--- config.mk ---
export PLATFORM = sky130hd
export DESIGN_NAME = rr_write_arbiter
export DESIGN_NICKNAME = d
export VERILOG_FILES = /design/src/rtl/plc_arb_pkg.sv /design/src/rtl/write_arb_pick.sv /design/src/rtl/rr_write_arbiter.sv
export SDC_FILE = /design/constraint.sdc
export NUM_CORES = 1
export LEC_CHECK = 0
export CAP_MARGIN = 40
export CELL_PAD_IN_SITES_DETAIL_PLACEMENT = 1
export CELL_PAD_IN_SITES_GLOBAL_PLACEMENT = 1
export CORE_MARGIN = 4
export CORE_UTILIZATION = 41
export CTS_BUF_LIST = sky130_fd_sc_hd__clkbuf_4 sky130_fd_sc_hd__clkbuf_8
export CTS_CLUSTER_SIZE = 20
export DETAILED_ROUTE_END_ITERATION = 6
export GPL_ROUTABILITY_DRIVEN = 0
export PLACE_DENSITY_LB_ADDON = 0.1
export SLEW_MARGIN = 20
export SYNTH_ARGS = -nofsm -noshare
export SYNTH_HDL_FRONTEND = slang
export SYNTH_HIERARCHICAL = 1
export SYNTH_SLANG_ARGS = --single-unit
--- constraint.sdc ---
create_clock -name CLK -period 3.4 [get_ports CLK]
set_input_delay 0.68 -clock CLK [delete_from_list [all_inputs] [get_ports CLK]]
set_output_delay 0.68 -clock CLK [all_outputs]
set_load 0.05 [all_outputs]
--- src/rtl/plc_arb_pkg.sv ---
// rtl/plc_arb_pkg.sv - shared constants and helpers for the PLC data RAM write arbiter
package plc_arb_pkg;

  localparam int ARB_MODE_FIXED = 0;
  localparam int ARB_MODE_RR    = 1;
  localparam int PLC_DATA_W     = 8;
  localparam int PLC_ADDR_W     = 16;
  localparam int PLC_MAX_CORES  = 16;

  // Caller guarantees at most one bit set; zero maps to index 0.
  function automatic logic [3:0] onehot_to_idx(input logic [PLC_MAX_CORES-1:0] oh);
    logic [3:0] idx;
    idx = '0;
    for (int i = 0; i < PLC_MAX_CORES; i++) begin
      if (oh[i]) idx = idx | 4'(i);
    end
    return idx;
  endfunction

endpackage

--- src/rtl/write_arb_pick.sv ---
// rtl/write_arb_pick.sv - combinational round-robin / fixed-priority grant picker
module write_arb_pick import plc_arb_pkg::*; #(
  parameter int NUM_CORES = 4,
  parameter int IDX_W     = $clog2(NUM_CORES)
) (
  input  logic [NUM_CORES-1:0] req,
  input  logic [IDX_W-1:0]     last,
  input  logic                 mode,
  output logic [NUM_CORES-1:0] grant_onehot,
  output logic [IDX_W-1:0]     grant_idx,
  output logic                 any
);

  logic             found;
  logic [IDX_W-1:0] cand;

  always_comb begin
    grant_onehot = '0;
    found        = 1'b0;
    cand         = '0;
    if (mode) begin
      // Search starts one past the last winner and wraps around.
      for (int k = 1; k <= NUM_CORES; k++) begin
        cand = IDX_W'((int'(last) + k) % NUM_CORES);
        if (!found && req[cand]) begin
          grant_onehot[cand] = 1'b1;
          found              = 1'b1;
        end
      end
    end else begin
      for (int i = 0; i < NUM_CORES; i++) begin
        if (!found && req[i]) begin
          grant_onehot[i] = 1'b1;
          found           = 1'b1;
        end
      end
    end
  end

  assign any       = |req;
  assign grant_idx = IDX_W'(onehot_to_idx(PLC_MAX_CORES'(grant_onehot)));

endmodule

--- src/rtl/rr_write_arbiter.sv ---
// rtl/rr_write_arbiter.sv - N-core one-deep write slots arbitrated onto a single registered RAM write port
module rr_write_arbiter import plc_arb_pkg::*; #(
  parameter int NUM_CORES = 4,
  parameter int DATA_W    = PLC_DATA_W,
  parameter int ADDR_W    = PLC_ADDR_W,
  parameter int RR_MODE   = ARB_MODE_RR
) (
  input  logic                          CLK,
  input  logic                          RST_N,
  input  logic [NUM_CORES-1:0]          CORE_WE,
  input  logic [NUM_CORES*DATA_W-1:0]   CORE_WDATA,
  input  logic [NUM_CORES*ADDR_W-1:0]   CORE_WADDR,
  output logic [NUM_CORES-1:0]          CORE_READY,
  output logic [NUM_CORES-1:0]          CORE_ACK,
  output logic                          RAM_WE,
  output logic [DATA_W-1:0]             RAM_WDATA,
  output logic [ADDR_W-1:0]             RAM_WADDR,
  output logic                          BUSY
);

  localparam int   IDX_W    = $clog2(NUM_CORES);
  localparam logic MODE_BIT = (RR_MODE == ARB_MODE_RR);

  logic [NUM_CORES-1:0] pend;
  logic [DATA_W-1:0]    slot_data [NUM_CORES];
  logic [ADDR_W-1:0]    slot_addr [NUM_CORES];
  logic [IDX_W-1:0]     last;

  logic [NUM_CORES-1:0] grant_onehot;
  logic [IDX_W-1:0]     grant_idx;
  logic                 any;

  write_arb_pick #(
    .NUM_CORES (NUM_CORES),
    .IDX_W     (IDX_W)
  ) u_pick (
    .req          (pend),
    .last         (last),
    .mode         (MODE_BIT),
    .grant_onehot (grant_onehot),
    .grant_idx    (grant_idx),
    .any          (any)
  );

  assign CORE_READY = ~pend;
  assign BUSY       = |pend;

  always_ff @(posedge CLK) begin
    if (!RST_N) begin
      pend      <= '0;
      last      <= IDX_W'(NUM_CORES - 1);
      CORE_ACK  <= '0;
      RAM_WE    <= 1'b0;
      RAM_WDATA <= '0;
      RAM_WADDR <= '0;
      for (int i = 0; i < NUM_CORES; i++) begin
        slot_data[i] <= '0;
        slot_addr[i] <= '0;
      end
    end else begin
      for (int i = 0; i < NUM_CORES; i++) begin
        if (CORE_WE[i] && !pend[i]) begin
          pend[i]      <= 1'b1;
          slot_data[i] <= CORE_WDATA[i*DATA_W +: DATA_W];
          slot_addr[i] <= CORE_WADDR[i*ADDR_W +: ADDR_W];
        end
      end
      // A granted slot was not ready this edge, so its clear never races a capture.
      if (any) begin
        RAM_WE          <= 1'b1;
        RAM_WDATA       <= slot_data[grant_idx];
        RAM_WADDR       <= slot_addr[grant_idx];
        CORE_ACK        <= grant_onehot;
        pend[grant_idx] <= 1'b0;
        if (MODE_BIT) last <= grant_idx;
      end else begin
        RAM_WE    <= 1'b0;
        RAM_WDATA <= '0;
        RAM_WADDR <= '0;
        CORE_ACK  <= '0;
      end
    end
  end

endmodule

==> impl_metrics.ini <==
[clock_network]
clk_path_buf_depth = 2
cts_tree = built
clkLatencyLatePin_ps = 440
path_clk_slew_ps = 70
cts.sinks = 131
cts_hold_buffers = 0
cts_max_level = 4
cts_root_buf = clkbuf_8
numCtsBuffers = 17

[timing]
slew_headroom = 0.5135
setup_viol = 0
fin_setup_tns_ps = 0
skew_ps = 9.431
slew_viol_final = 0
fmax_ghz = 0.3177
worstMarginPinSlew_ps = 727.5
hold_violations = 0
fin_crit_ps = 3148
fin_ws_ps = 252.5
period_share = 0.9257
rsz0062_at_grt = false
whs_ps = 534.3

[worst_setup_path]
critPathArrivalTime_ps = 3460
crit_path_start = last[1]
reg2reg_depth = 10
crit_fanout = 19
cp-start-kind = register
reg2reg_slack_ps = 250
worstSetupPathType = register to register
reg2reg_from = last[1]
endpoint_kind = register
r2r_end = RAM_WADDR[8]
required_ps = 3710
crit_path_end = RAM_WADDR[8]

[power]
ir_drop_v = 0.0004889
power.density_nw_per_um2 = 865.7
power.share.clock = 0.210
p_int_uw = 4232
p_comb_frac = 0.452
p_leak_uw = 0.002979
p_sw_uw = 2469
pwr-share-seq = 0.338
netSwitchingFraction = 0.3685

[yosys]
syn_inst = 403
synthFlopType = edfxtp_1
synth_edf_count = 96
netlist_area_um2 = 5633
yosysSeqAreaShare = 0.6362
synthArstFlopShare = 0
synth_seq_cells = 131
avgSynthCellArea_um2 = 13.98
yosysWarningCount = 6
yosysUniqueCellTypes = 39

[placement]
pre_cts_slack_ps = -80.82
placed_cells = 713
dp_hpwl_um = 10450
place.port_buffers = 135

[grt]
grt_pass1_vias = 4153
grt_max_degree = 25
grt_first_pass_wirelength_um = 23240
overflow = 0
antenna_found_initial = 0
track_usage = 0.1941

[detailed_routing]
route.detailed.drc = 0
drt_iter0_markers = 224
wl_per_cell_um = 19.61
totalWireLength_um = 14670
vias = 3675
viasPerCell = 4.913
dr.pass1.iters = 4
postRouteAntennaNets = 0

[final_layout]
multi_input_area_um2 = 1917
area.sequential_um2 = 3585
nets = 669
antennaDiodeCount = 0
fillers = 1344
drive_above_1_share = 0.1259
fin_util = 0.5800
area_delta_synth_final_pct = 37.43
finalNonFillerCells = 748

[die]
die_w_um = 125.2
coreArea_um2 = 13350
io_pins = 136
start_util = 0.4220
die_h_um = 125.2
rows = 42
dieArea_um2 = 15680

[flow_run]
drv_cap = 0

[run_status]
run_status = complete, no violations

[hold_path]
holdCritPathClass = register to register
## flip-flops by register name, indices dropped and copies added, names as in the netlist
name / count
RAM_WADDR: 16
slot_addr: 64
CORE_ACK: 4
RAM_WDATA: 8
last: 2
pend: 4
RAM_WE: 1
slot_data: 32
## layer usage
metal,vias up,track usage,share of wire
met5,-,0,0
li1,1767,-,-
met2,126,0.3284,0.51
met4,0,0.06824,0.012
met1,1769,0.2421,0.42
met3,13,0.05032,0.053
## worst max-delay path: stages, from the launching register on
cell     delay (ps)
dfxtp_2         400
inv_1           110
ha_1            330
mux4_2          580
nor4b_4         320
and2_1          180
o32a_1          200
or2_4           220
buf_12          220
mux2i_1         330
o22ai_1         120
## cells in the mapped netlist (6+ instances only)
cell | count | area (um2)
buf_4 | 6 | 45.04
mux2i_1 | 49 | 490.5
o21ai_0 | 6 | 30.03
and3_1 | 6 | 37.54
o22ai_1 | 24 | 150.1
edfxtp_1 | 96 | 2883
dfxtp_1 | 35 | 700.7
buf_6 | 7 | 78.83
and2_1 | 99 | 619.3
ha_1 | 8 | 100.1
inv_1 | 13 | 48.80
## layout make-up
cell class | instances | share of cell area
timing repair buffer | 152 | 0.1985
inverter | 13 | 0.006304
tap | 176 | 0.02845
sequential | 131 | 0.4631
multi-input combinational | 244 | 0.2476
clock buffer | 27 | 0.04315
clock inverter | 5 | 0.01293
## worst min-delay path by stage
| stage | startpoint | end | slack, ps | depth (start not counted) |
|---|---|---|---|---|
| after CTS | slot_addr[0][13] | RAM_WADDR[13] | 540 | 2 |
| after detailed placement | slot_addr[2][6] | RAM_WADDR[6] | 520 | 2 |
| final | slot_addr[0][13] | RAM_WADDR[13] | 530 | 2 |
| after global routing | slot_addr[2][15] | RAM_WADDR[15] | 570 | 2 |
| after global placement | slot_data[1][6] | RAM_WDATA[6] | 500 | 2 |
| after floorplan | slot_data[1][6] | RAM_WDATA[6] | 480 | 2 |
## power groups by stage
| stage | logic, uW | registers [uW] | clock network [uW] |
|---|---|---|---|
| after global routing | 3210 | 2300 | 1520 |
| after detailed placement | 2940 | 2300 | 0 |
| after CTS | 2990 | 2270 | 1440 |
| after global placement | 2840 | 2290 | 0 |
| final | 3030 | 2260 | 1400 |
| after floorplan | 1520 | 2750 | 0 |
## what timing repair did
| action | CTS | global route |
|---|---|---|
| pin swaps | 0 | 1 |
| endpoints found under the hold margin | 0 | 0 |
| resized for setup | 3 | 3 |
| buffers inserted | 0 | 3 |
| setup endpoints to repair | 4 | 25 |
## logic make-up after synthesis
kind of cell / after synthesis / synth area share
mux: 53 / 0.1031
other cells: 1 / 0.0006657
fa+ha+maj: 8 / 0.01777
buf+inv: 35 / 0.03776
compound gates: 44 / 0.05242
simple gates: 131 / 0.1522
flops: 131 / 0.6362
## per-stage QoR
step / total power [uW] / instance area [um2]
floorplan: 4273 / 5659
global placement: 5135 / 7227
detailed placement: 5235 / 7254
CTS: 6696 / 7705
global route: 7035 / 7741
finish: 6701 / 7741
## placed cells by master, fill, tap and decap left out, types with 5 or more instances in the layout
cell	n
clkbuf_4	6
ha_1	8
conb_1	8
buf_4	13
o22ai_1	24
dfxtp_1	34
inv_1	13
mux2i_1	46
clkbuf_8	21
and3_1	6
and2_1	99
edfxtp_1	96
clkdlybuf4s50_1	135
nand2_1	5
Power figures use the tool's default switching activity.
